$ cat config.mk
export PLATFORM = sky130hd
export DESIGN_NAME = clk_div
export DESIGN_NICKNAME = d
export VERILOG_FILES = /design/src/rtl/clk_div_pkg.sv /design/src/rtl/clk_div_stage.sv /design/src/rtl/clk_div.sv
export SDC_FILE = /design/constraint.sdc
export NUM_CORES = 1
export LEC_CHECK = 0
export CAP_MARGIN = 10
export CORE_MARGIN = 4
export CORE_UTILIZATION = 56
export CTS_BUF_LIST = sky130_fd_sc_hd__clkbuf_16
export CTS_CLUSTER_DIAMETER = 120
export DETAILED_ROUTE_END_ITERATION = 10
export PLACE_DENSITY = 0.75
export SYNTH_ARGS = -nofsm -noshare
export SYNTH_HDL_FRONTEND = slang
export SYNTH_SLANG_ARGS = --single-unit
$ cat constraint.sdc
create_clock -name clkin -period 2.7 [get_ports clkin]
set_clock_uncertainty 0.2 [all_clocks]
set_input_delay 0.27 -clock clkin [delete_from_list [all_inputs] [get_ports clkin]]
set_output_delay 0.27 -clock clkin [all_outputs]
set_load 0.05 [all_outputs]
$ cat src/rtl/clk_div_pkg.sv
// Shared constants for the two-stage board-clock divider.
// Also holds the helper that checks a half-period fits its counter.
package clk_div_pkg;

    localparam int CLKIN_HZ = 50_000_000;
    localparam int HALF1    = 2500;
    localparam int HALF2    = 10;
    localparam int CNT1_W   = 13;
    localparam int CNT2_W   = 4;

    // A half period of HALF needs terminal value HALF-1 to fit in width bits.
    function automatic bit half_fits(input int half, input int width);
        return (half >= 1) && (half <= (1 << width));
    endfunction

endpackage

$ cat src/rtl/clk_div_stage.sv
// One divider stage: counts enabled edges and toggles q at each terminal count.
// tick marks the enabled edge on which the counter wraps.
module clk_div_stage
    import clk_div_pkg::*;
#(
    parameter int HALF  = 2500,
    parameter int WIDTH = 13
) (
    input  logic             clk,
    input  logic             rst_n,
    input  logic             en,
    output logic [WIDTH-1:0] cnt,
    output logic             q,
    output logic             tick
);

    localparam logic [WIDTH-1:0] TERM = WIDTH'(HALF - 1);

    if (!half_fits(HALF, WIDTH)) begin : g_bad_half
        $error("clk_div_stage: HALF does not fit in WIDTH bits");
    end

    // Anything at or past terminal wraps, so a corrupted count self-recovers.
    assign tick = en && (cnt >= TERM);

    always_ff @(posedge clk) begin
        if (!rst_n) begin
            cnt <= '0;
            q   <= 1'b0;
        end else if (tick) begin
            cnt <= '0;
            q   <= ~q;
        end else if (en) begin
            cnt <= cnt + 1'b1;
        end
    end

endmodule

$ cat src/rtl/clk_div.sv
// 50 MHz board clock to 10 kHz and 1 kHz square waves, all in the clkin domain.
// Stage 2 only advances on the stage-1 wrap, keeping both outputs edge-aligned.
module clk_div
    import clk_div_pkg::*;
(
    input  logic clkin,
    input  logic clrn,
    output logic clk_10kHz,
    output logic clk_1kHz
);

    logic [CNT1_W-1:0] count1;
    logic [CNT2_W-1:0] count2;
    logic              tick1;
    logic              tick2_unused;

    clk_div_stage #(
        .HALF  (HALF1),
        .WIDTH (CNT1_W)
    ) u_stage1 (
        .clk   (clkin),
        .rst_n (clrn),
        .en    (1'b1),
        .cnt   (count1),
        .q     (clk_10kHz),
        .tick  (tick1)
    );

    clk_div_stage #(
        .HALF  (HALF2),
        .WIDTH (CNT2_W)
    ) u_stage2 (
        .clk   (clkin),
        .rst_n (clrn),
        .en    (tick1),
        .cnt   (count2),
        .q     (clk_1kHz),
        .tick  (tick2_unused)
    );

endmodule

==> results of run 1 <==
[kinds of logic after synthesis]
kind of cell	share of synthesized area [%]
other	0.426
multiplexers	1.14
flip-flops	43.2
buffers and inverters	4.41
AO/OA/AOI/OAI	12.1
XOR/XNOR	8.96
AND/OR/NAND/NOR	24.0
adder cells (fa/ha/maj)	5.69
[through the flow]
step                      utilization [%]  power, mW  instance area (um^2)  std cells  hold WS, ns
after CTS                            67.0      0.636                   997        118        0.276
after floorplan                         -      0.323                   880         97        0.216
after detailed placement             61.6      0.333                   917        114        0.268
after global routing                 67.0      0.653                   997        118        0.324
after global placement               61.6      0.332                   917        114        0.257
final                                67.0      0.628                   997        118        0.268
[where the power goes]
| part | internal [mW] | total, mW | leakage [nW] | switching, mW |
|---|---|---|---|---|
| Clock | 0.198 | 0.301 | 0.0409 | 0.102 |
| Sequential | 0.286 | 0.292 | 0.154 | 0.00595 |
| Combinational | 0.0149 | 0.0345 | 0.169 | 0.0196 |
[worst paths after layout]
path,startpoint,endpoint,slack (ns),cells after the start
setup reg to reg,u_stage1.cnt[0]$_SDFF_PP0_,u_stage2.cnt[3]$_SDFFE_PP0P_,0.32,5
setup / recovery,u_stage1.cnt[0]$_SDFF_PP0_,u_stage2.cnt[3]$_SDFFE_PP0P_,0.32,5
hold / removal,u_stage2.q$_SDFFE_PN0P_,u_stage2.q$_SDFFE_PN0P_,0.27,2
hold reg to reg,u_stage2.q$_SDFFE_PN0P_,u_stage2.q$_SDFFE_PN0P_,0.27,2
[cells in the final DEF (no fill, tap or decap), drive strengths merged]
cell,Yosys,routed
nand3,10,10
ha,4,4
xnor2,3,3
clkdlybuf4s50,0,3
buf,2,1
nor3b,1,1
xor2,6,6
nand4,2,2
mux2i,1,1
a41oi,1,1
and3,1,1
nor4,1,1
nand4b,1,1
o221a,1,1
nand2,5,5
a311o,1,1
o21a,1,1
dfxtp,19,19
a21oi,6,6
nand2b,1,1
clkinv,0,1
conb,1,1
clkbuf,1,3
or3b,2,2
o22ai,1,1
inv,5,5
nor2,14,14
a21o,1,1
a221o,2,2
and2,1,1
and4,2,2
[final cells by class]
cell class | instances | area share (%)
multi-input combinational | 70 | 46.2
tap | 16 | 2.01
sequential | 19 | 38.1
clock buffer | 3 | 7.53
clock inverter | 1 | 0.502
inverter | 5 | 1.88
timing repair buffer | 4 | 3.76
[sequential cells by signal (all words and copies together) (netlist names)]
name	flops
u_stage1.cnt	13
u_stage1.q	1
u_stage2.cnt	4
u_stage2.q	1
[layer usage]
layer	vias up	share of wire, %	track usage, %
met5	-	0	0
met4	0	2.9	9.68
met3	4	4.7	6.77
met2	9	48	29.9
met1	317	44	19.3
li1	346	-	-
[worst max-delay path, stage by stage, from the launching register on]
cell and delay [ns]:
dfxtp_1 0.39, ha_1 0.28, or3b_1 0.37, a311o_1 0.49, and2_2 0.27, o221a_2 0.28
==> results.yml, run 1 <==
run_status:
  status: "finished, final reports clean"
routing:
  vias_per_cell: 5.73
  routed_wl_mm: 1.56
  first_pass_iters: 4
  avgRoutedWirePerCell_um: 13.2
  num_vias: 676
  ant_nets: 0
  post-route-drc-count: 0
  drt_iter0_markers: 10
floorplan:
  dieWidth_um: 47.6
  initial_core_util_pct: 59.1
  die_area_mm2: 0.00227
  core_mm2: 0.00149
  rows: 14
  ios: 4
  die_h_um: 47.6
synthesis:
  synth-seq-cells: 19
  ys_seq_area_share_pct: 43.2
  synth_edf_count: 0
  yosysUniqueCellTypes: 32
  netlist_area_um2: 880
  synth_ff_type: "dfxtp_1"
  netlist.area_leader.share_pct: 43.2
  yosys-top-cells-count: "19 x dfxtp_1, 14 x nor2_1, 10 x nand3_1"
  synth_nets: 103
  syn_inst: 97
  synth_async_sr_flop_share_pct: 0
  yosysWarnings: 0
  post-synth-top-count-cell: "dfxtp_1"
  synthTopCellsByArea: "dfxtp_1 43%, nor2_1 6.0%, xor2_1 6.0%, ha_1 5.7%, nand3_1 5.7%"
  synth_top_area_cell: "dfxtp_1"
  avgSynthCellArea_um2: 9.07
critical_path:
  crit_required_ns: 2.64
  worstSetupPathType: "reg2reg"
  crit_arrival_ns: 2.32
  crit_path_end_kind: "flop"
  start_kind: "flop"
  cp_max_fo: 11
grt:
  grt_pass1_vias: 619
  grt_pass1_wl_mm: 2.72
  antenna_found_initial: 0
  grt-ovfl-total: 0
  grtUsageTotal_pct: 17.8
  grt_max_degree: 12
placement:
  dp_slack_ns: 0.326
  place_congestion: 0.797
  dp_hpwl_mm: 1.08
  io_buffers: 3
sta:
  worst_slack_ns: 0.322
  rsz0062_at_grt: "no"
  hold_viol: 0
  fin_setup_tns_ns: 0
  maxSlewViolCount: 0
  max_clock_freq_ghz: 0.420
  post-route-period-util_pct: 88.1
  layout_min_cycle_time_ns: 2.38
  setup_violations: 0
cells_and_area:
  diodes: 0
  layout-drive-gt1-share_pct: 9.80
  multiInputGateArea_um2: 460
  seq_area_um2: 380
  nNetsFinal: 109
  area_growth_pct: 13.4
  nFillCells: 126
clock_tree:
  ctsHoldBuffers: 0
  path_clk_slew_ns: 0.05
  cts_made_buffers: 3
  root_buffer: "clkbuf_16"
  cts.repair.resized: 0
  cts_setup_buffers: 0
  cts_tree: "built"
  clock_latency_ns: 0.25
  cts_max_level: 1
  clock-sinks: 19
  clock_path_buffers: 2
power:
  powerDensity_mw_per_mm2: 629
  irDropWorstVdd_uv: 373
  p_leak_nw: 0.364
flow_run:
  max_cap_violations: 0
hold_path:
  hold_class: "reg2reg"
No activity file was read; power rests on OpenSTA's default activity.
==> inputs of run 2 (changes only) <==
--- a/config.mk
+++ b/config.mk
@@ -12,6 +12,8 @@
 export CTS_CLUSTER_DIAMETER = 120
 export DETAILED_ROUTE_END_ITERATION = 10
 export PLACE_DENSITY = 0.75
+export REMOVE_ABC_BUFFERS = 1
+export SETUP_SLACK_MARGIN = 0.5
 export SYNTH_ARGS = -nofsm -noshare
 export SYNTH_HDL_FRONTEND = slang
 export SYNTH_SLANG_ARGS = --single-unit
==> run 2 against run 1 <==
Compared with the run above: final area increased by 5.9%; sequential share of layout area is 1.7 points lower; power is 0.28% higher; final cell count rose by 3.4%; routed wire length rose by 19%; non-clock buffer count grew 3; critical path depth unchanged; register-to-register slack improved by 0.21 ns; count of clock-buffer cells in the layout unchanged; combinational power up 7.2%; highest routed layer unchanged.
==> results.yml, run 2 (same netlist as run 1, synthesis figures left out) <==
routing:
  ant_nets: 0
  num_vias: 708
  avgRoutedWirePerCell_um: 15.2
  first_pass_iters: 4
  routed_wl_mm: 1.86
  post-route-drc-count: 0
  vias_per_cell: 5.80
  drt_iter0_markers: 20
clock_tree:
  clock-sinks: 19
  cts_max_level: 1
  path_clk_slew_ns: 0.05
  cts_made_buffers: 3
  root_buffer: "clkbuf_16"
  clock_path_buffers: 2
  cts_tree: "built"
  clock_latency_ns: 0.25
placement:
  dp.cells: 114
  place_congestion: 0.842
  dp_hpwl_mm: 1.06
  place_area_um2: 917
  dp_slack_ns: 0.283
  io_buffers: 3
floorplan:
  dieWidth_um: 47.6
  rows: 14
  ios: 4
  die_h_um: 47.6
  initial_core_util_pct: 59.1
  die_area_mm2: 0.00227
  core_mm2: 0.00149
sta:
  hold_viol: 0
  setup_violations: 0
  worst_slack_ns: 0.534
  max_clock_freq_ghz: 0.462
  layout_min_cycle_time_ns: 2.17
  maxSlewViolCount: 0
  post-route-period-util_pct: 80.2
  worst_hold_slack_ns: 0.270
  fin_setup_tns_ns: 0
  rsz0062_at_grt: "no"
power:
  powerDensity_mw_per_mm2: 596
  p_total_mw: 0.629
  p_leak_nw: 0.383
  irDropWorstVdd_uv: 395
hold_path:
  min_from: "u_stage2.q$_SDFFE_PN0P_"
  hold_class: "reg2reg"
grt:
  antenna_found_initial: 0
  grt.busiest_layer: "met2"
  grt_pass1_vias: 588
  grtUsageTotal_pct: 17.0
  grt-ovfl-total: 0
  met3_usage_pct: 4.51
  grt_max_degree: 12
  grt_pass1_wl_mm: 2.66
  grtUsageMet2_pct: 27.3
  use_met1_pct: 21.3
cells_and_area:
  area_growth_pct: 20.1
  top_regs: "u_stage1.cnt (13), u_stage2.cnt (4)"
  largest_reg_flops: 13
  regMostFlops: "u_stage1.cnt"
  final_cell_mix: "17 x dfxtp_1, 14 x nor2_1, 9 x nand3_1, 6 x xor2_1"
  final_util_pct: 70.9
  fin_area_mm2: 0.00106
  diodes: 0
  nFillCells: 126
  layout-drive-gt1-share_pct: 17.9
  nNetsFinal: 113
  final_common_cell: "dfxtp_1"
  fin_cells: 122
critical_path:
  crit_start: "u_stage1.cnt[0]$_SDFF_PP0_"
  crit_arrival_ns: 2.11
  crit_path_end_kind: "flop"
  worstReg2RegStart: "u_stage1.cnt[0]$_SDFF_PP0_"
  crit_required_ns: 2.64
  start_kind: "flop"
  cp_max_fo: 5
  worstSetupPathType: "reg2reg"
flow_run:
  max_cap_violations: 0
run_status:
  status: "finished, final reports clean"
==> run 2: path summary, 6_finish.rpt <==
| kind | end | slack [ns] | depth (start not counted) |
|---|---|---|---|
| hold / removal | u_stage2.q$_SDFFE_PN0P_ | 0.27 | 2 |
| setup / recovery | u_stage2.cnt[3]$_SDFFE_PP0P_ | 0.53 | 5 |
| setup reg to reg | u_stage2.cnt[3]$_SDFFE_PP0P_ | 0.53 | 5 |
| hold reg to reg | u_stage2.q$_SDFFE_PN0P_ | 0.27 | 2 |
==> run 2: power breakdown <==
part           total (mW)  switching (mW)  internal [mW]
clock               0.300           0.101          0.198
sequential          0.293         0.00657          0.286
combinational      0.0370          0.0211         0.0158
total               0.629           0.129          0.500
==> run 2: layout make-up <==
cell class / instances / area, um^2 / share of cell area (%)
flip-flops and latches: 19 / 385 / 36.5
well taps: 16 / 20.0 / 1.90
clock inverters: 1 / 5.00 / 0.474
clock buffers: 3 / 75.1 / 7.11
inverters: 5 / 18.8 / 1.78
repair buffers: 7 / 60.1 / 5.69
multi-input cells: 71 / 492 / 46.6
==> run 2: timing repair <==
| action | in CTS | in global routing |
|---|---|---|
| endpoints found under the setup margin | 18 | 15 |
| hold buffers | 0 | 0 |
| pin swaps | 1 | 1 |
| endpoints found under the hold margin | 0 | 0 |
| cloned | 0 | 1 |
| buffers inserted | 2 | 1 |
| gates resized for setup | 4 | 4 |
==> run 2: layer usage <==
| metal | vias to the layer above | wire length (um) |
|---|---|---|
| met2 | 18 | 933 |
| li1 | 358 | - |
| met3 | 4 | 69 |
| met5 | - | 0 |
| met1 | 328 | 825 |
| met4 | 0 | 30 |
==> run 2: worst max-delay path, cell delays in order, from the launching register on <==
cell and delay, ns:
dfxtp_4 0.38, ha_4 0.13, or3b_4 0.39, a311o_2 0.45, and2_2 0.22, o221a_2 0.28
